### src/rtl/pwm_peripheral.sv
// 16-channel PWM output stage: off / static-on / shared-duty PWM per channel.
// Optional PWM_SYNC_UPDATE_EN: duty updates apply only at the period wrap.
module pwm_peripheral #(
  parameter int unsigned CLK_DIV = 13
) (
  input  logic       clk,
  input  logic       rst_n,
  input  logic [7:0] en_reg_out_7_0,
  input  logic [7:0] en_reg_out_15_8,
  input  logic [7:0] en_reg_pwm_7_0,
  input  logic [7:0] en_reg_pwm_15_8,
  input  logic [7:0] pwm_duty_cycle,
  output logic [7:0] out_7_0,
  output logic [7:0] out_15_8,
  output logic       period_start
);

  localparam int unsigned PreW = (CLK_DIV > 1) ? $clog2(CLK_DIV) : 1;
  localparam logic [PreW-1:0] PreMax = PreW'(CLK_DIV - 1);

  logic [PreW-1:0] prescaler_q, prescaler_d;
  logic [7:0]      pwm_cnt_q, pwm_cnt_d;
  logic [7:0]      duty_active_q, duty_active_d;
  logic [15:0]     out_q, out_d;
  logic            period_start_q;
  logic            tick, wrap, pwm_raw;
  logic [15:0]     en_out, en_pwm;

  assign en_out = {en_reg_out_15_8, en_reg_out_7_0};
  assign en_pwm = {en_reg_pwm_15_8, en_reg_pwm_7_0};

  always_comb begin
    tick        = (prescaler_q == PreMax);
    wrap        = tick && (pwm_cnt_q == 8'hFF);
    prescaler_d = tick ? '0 : prescaler_q + 1'b1;
    pwm_cnt_d   = tick ? pwm_cnt_q + 8'd1 : pwm_cnt_q;
`ifdef PWM_SYNC_UPDATE_EN
    duty_active_d = wrap ? pwm_duty_cycle : duty_active_q;
`else
    duty_active_d = pwm_duty_cycle;
`endif
    // 0xFF is forced high so full duty has no dropout at count 0xFF.
    pwm_raw = (duty_active_q == 8'hFF) || (pwm_cnt_q < duty_active_q);
    out_d   = en_out & (~en_pwm | {16{pwm_raw}});
  end

  always_ff @(posedge clk or negedge rst_n) begin
    if (!rst_n) begin
      prescaler_q    <= '0;
      pwm_cnt_q      <= 8'h00;
      duty_active_q  <= 8'h00;
      out_q          <= 16'h0000;
      period_start_q <= 1'b0;
    end else begin
      prescaler_q    <= prescaler_d;
      pwm_cnt_q      <= pwm_cnt_d;
      duty_active_q  <= duty_active_d;
      out_q          <= out_d;
      period_start_q <= wrap;
    end
  end

  assign out_7_0      = out_q[7:0];
  assign out_15_8     = out_q[15:8];
  assign period_start = period_start_q;

endmodule

### config.mk
export PLATFORM = sky130hd
export DESIGN_NAME = pwm_peripheral
export DESIGN_NICKNAME = d
export VERILOG_FILES = /design/src/rtl/pwm_peripheral.sv
export SDC_FILE = /design/constraint.sdc
export NUM_CORES = 1
export LEC_CHECK = 0
export BUFFER_PORTS_ARGS = -buffer_cell sky130_fd_sc_hd__buf_2
export CAP_MARGIN = 30
export CORE_AREA = 2 2 60 62
export CTS_CLUSTER_DIAMETER = 30
export DETAILED_ROUTE_END_ITERATION = 16
export DIE_AREA = 0 0 62 64
export GPL_TIMING_DRIVEN = 0
export HOLD_SLACK_MARGIN = 0.08
export PLACE_DENSITY = 0.77
export SKIP_CTS_REPAIR_TIMING = 1
export SLEW_MARGIN = 20
export SYNTH_ARGS = -nofsm -noshare
export SYNTH_HDL_FRONTEND = slang
export SYNTH_SLANG_ARGS = --single-unit
### constraint.sdc
create_clock -name clk -period 2.52 [get_ports clk]
set_clock_uncertainty 0.1 [all_clocks]
set_input_delay 0.252 -clock clk [delete_from_list [all_inputs] [get_ports clk]]
set_output_delay 0.252 -clock clk [all_outputs]
set_load 0.02 [all_outputs]
== Word-level counts from Yosys, hierarchy flattened ==
Index checks and enable logic that the tools add are counted.

* Bits in registers: 37
* Bits of input ports: 42
* Output and inout bits: 17

* $add $sub $neg: 2
* $lt $le $gt $ge: 1
* Equality and inequality tests: 3
* Multiplexer cells: 1
* Bitwise gates (word level): 3
* Reductions and logical operators: 2

{| class="wikitable"
|+ Operator list
! cell !! count
|-
| bitwise AND 16 bit || 1
|-
| equality test 8 bit (second input constant) || 2
|-
| NOT 16 bit || 1
|-
| OR 16 bit || 1
|-
| adder 8 x 1 -> 8 bit (second input constant) || 1
|-
| < comparator 8 bit || 1
|-
| adder 4 x 1 -> 4 bit (second input constant) || 1
|-
| equality test 4 bit (second input constant) || 1
|-
| two-way mux 4 bit || 1
|-
| logical AND 1 bit || 1
|-
| logical OR 1 bit || 1
|}

== Depth between registers and ports, before layout ==
* Depth after elaboration: 4
* Mapped depth: 7

== Worst setup path before layout ==
No wires, ideal clock.

* Path type: register to register
* Start: register pwm_cnt_q[5]
* End: register out_q[10]
* Setup time: 0.122 ns
* Arrival: 1.613 ns
* Required time: 2.298 ns
* Setup slack: 0.685 ns
* Cell stages (with the launch flop): 7
* Path buffers: 1
* Path through: dfrtp_1 -> ha_1 -> and4_2 -> o21ai_2 -> o32ai_2 -> buf_6 -> a21boi_2

* Cells in the longest elaborated chain, start to end: 4

{| class="wikitable"
|+ Ends and longest elaborated chain
! item !! line !! RTL
|-
| from (decl) || 22 || <nowiki>logic [7:0] pwm_cnt_q, pwm_cnt_d;</nowiki>
|-
| from (signal assigned) || 56 || <nowiki>pwm_cnt_q <= pwm_cnt_d;</nowiki>
|-
| < comparator 8 bit || 43 || <nowiki>pwm_raw = (duty_active_q == 8'hFF) || (pwm_cnt_q < duty_active_q);</nowiki>
|-
| logical OR 1 bit || 43 ||
|-
| OR 16 bit || 44 || <nowiki>out_d = en_out & (~en_pwm | {16{pwm_raw}});</nowiki>
|-
| bitwise AND 16 bit || 44 ||
|-
| via out_d[10] || 24 || <nowiki>logic [15:0] out_q, out_d;</nowiki>
|-
| to (signal assigned) || 58 || <nowiki>out_q <= out_d;</nowiki>
|-
| to (decl) || 24 ||
|}

The timed path passes the listed nets, and every way through them passes these cells.
A chain may end at the register's enable or synchronous reset.

== Worst setup path after layout ==
* Start: register pwm_cnt_q[7]
* End: register out_q[13]

Same word-level chain as after synthesis.

==> results.ini <==
[yosys]
ys_ff_latch=37
synth_top_area_frac=0.596
synth_edf_count=0
async_reset_ff_frac=1.00
avgSynthCellArea_um2=14.0
ys.flop_type=dfrtp_1
syn_inst=111
syn_nets=163
synth-seq-area-share=0.596
synthTopCellsByArea=dfrtp_1, ha_1, a21boi_2
syn_area_um2=1550
ys_types=27
yosysTopAreaCell=dfrtp_1
ys_warn_count=0

[status]
status=finished clean

[critical_path]
worstRegToRegCells=6
critPathBufInv=1
path_max_fanout=10
slowest_delay_ps=500
crit_chain=ha_1 > and4_2 > o21ai_2 > o32ai_2 > buf_6 > a21boi_2
cp-start-kind=flop
endpoint=out_q[13]
cp.depth=6
crit_path_end_kind=flop
worstPathArrival_ps=2200
r2r_end=out_q[13]
r2r_start=pwm_cnt_q[7]
worst_path_max_delay_cell=o32ai_2
r2r_slack_ps=460
path_delay_family=compound AO/OA/AOI/OAI gates
startpoint=pwm_cnt_q[7]
required_ps=2660
crit_type=flop to flop

[power]
pwr-share-comb=0.145
internal_power_uw=807
switching_share=0.255
power.total_uw=1080
power_switching_uw=276
power.density_nw_per_um2=457
peakVddDrop_uv=391
p_leak_uw=0.00118
power_frac_seq=0.573
clockPowerShare=0.282

[floorplan]
fp.dieW_um=62
start_util=0.473
die_area_um2=3970
io_pins=59
fp.dieH_um=64
num_rows=21
core-area_um2=3280

[cts]
clk_pin_slew_ps=110
clockBufferDepth=2
cts.sinks=37
cts_tree=done
root_buffer=clkbuf_4
cts-buffers-inserted=5
insertion_delay_ps=350
htreeDepth=2

[route]
detail_route.iter0.violations=34
ant_nets=0
first_pass_iters=4
drc_errors=0
wire_per_inst_um=15.1
wl_um=4010
vias=1269
vias_per_cell=4.79

[layout]
num-fill-cells=218
syn_to_final_growth_pct=52.5
utilization=0.721
seq_area_um2=926
layout_common_cells=buf_2, dlygate4sd3_1, dfrtp_1
layout_commonest_cell=buf_2
final_layout_size_suffix_gt1_frac=0.390
nets=269
multi_input_area_um2=573

[sta]
hold_viol_final=0
rsz0062_at_grt=false
hold_slack_ps=386
setup_viol=0
max_slew.worst_pin.slew_ps=789
fmax_ghz=0.486
tns_ps=0
drv_slew=0
slew_headroom=0.474
finalCritPeriodShare=0.817
fin_crit_ps=2060

[global_route]
grt_pass1_wl_um=4620
gr-usage-all-layers=0.161
overflow=0
antenna_found_initial=1
grt_max_degree=38
grt_pass1_vias=1136

[placed_design]
dp_hpwl_um=2240
gp_congestion=0.677
io_buffer_count=58

[run]
cap_violations=0

[min_path]
hp-class=flop to flop

flip-flops by register name (all words and copies together) (netlist names):
register,count
pwm_cnt_q,8
period_start,1
duty_active_q,8
out_q,16
prescaler_q,4
layer usage:
| layer | GRT usage | vias to the layer above | routed length (µm) | share of wire |
|---|---|---|---|---|
| met1 | 0.167 | 617 | 1320 | 0.33 |
| met3 | 0.0810 | 9 | 281 | 0.070 |
| li1 | - | 597 | - | - |
| met2 | 0.267 | 46 | 2290 | 0.57 |
| met4 | 0.0638 | 0 | 111 | 0.028 |
| met5 | 0 | - | 0 | 0 |
worst min path at each step:
stage	start	endpoint	slack [ps]	depth (start not counted)
6_report	prescaler_q[3]	prescaler_q[3]	390	1
5_1_grt	prescaler_q[3]	prescaler_q[3]	400	1
4_1_cts	pwm_duty_cycle[4]	duty_active_q[4]	-120	1
3_5_place_dp	pwm_duty_cycle[0]	duty_active_q[0]	260	1
3_3_place_gp	rst_n	period_start	260	1
2_1_floorplan	rst_n	duty_active_q[0]	-140	0
cells by family (layout without fill, tap and decap cells):
logic type      Yosys count  in the layout  share of synthesized area
compound gates           26             26                      0.168
xor+xnor                  8              8                     0.0451
fa+ha+maj                10             10                     0.0806
buf+inv                  12            119                     0.0346
flops                    37             37                      0.596
mux                       1              1                    0.00725
other cells               0              1                          0
simple gates             17             17                     0.0685
final cells by class:
cell class              instances  share of cell area
clock inverters                 3             0.00740
well taps                      46              0.0243
repair buffers                 99               0.296
multi-input cells              62               0.242
diodes                          1             0.00106
plain buffers                   2             0.00687
flip-flops and latches         37               0.391
inverters                      10              0.0158
clock buffers                   5              0.0158
power groups by stage:
stage	registers (µW)	clock network (µW)	logic (µW)
detailed placement	632	0	104
global route	624	346	170
finish	621	306	157
floorplan	649	0	24.5
global placement	631	0	99.2
CTS	620	312	104
metrics by stage:
stage                     worst slack (ps)  instances  area [µm²]
after global routing                   325        265        2370
after global placement                 540        215        1900
after CTS                              479        223        1960
after detailed placement               486        215        1900
after floorplan                        685        111        1550
final                                  462        265        2370
cell usage after synthesis (2+ instances only):
library cell and number:
dfrtp_1 37, a21boi_0 6, ha_1 10, xnor2_1 5
a21oi_1 2, inv_1 10, nor2_1 4, and3_1 3
nand4_1 2, and4_1 2, nand3_1 3, xor2_1 3
a21boi_2 10
worst reg2reg max path, stage by stage (launching register included):
cell	delay [ps]
dfrtp_1	430
ha_1	330
and4_2	230
o21ai_2	60
o32ai_2	500
buf_6	250
a21boi_2	70
No activity file was read; power rests on OpenSTA's default activity.
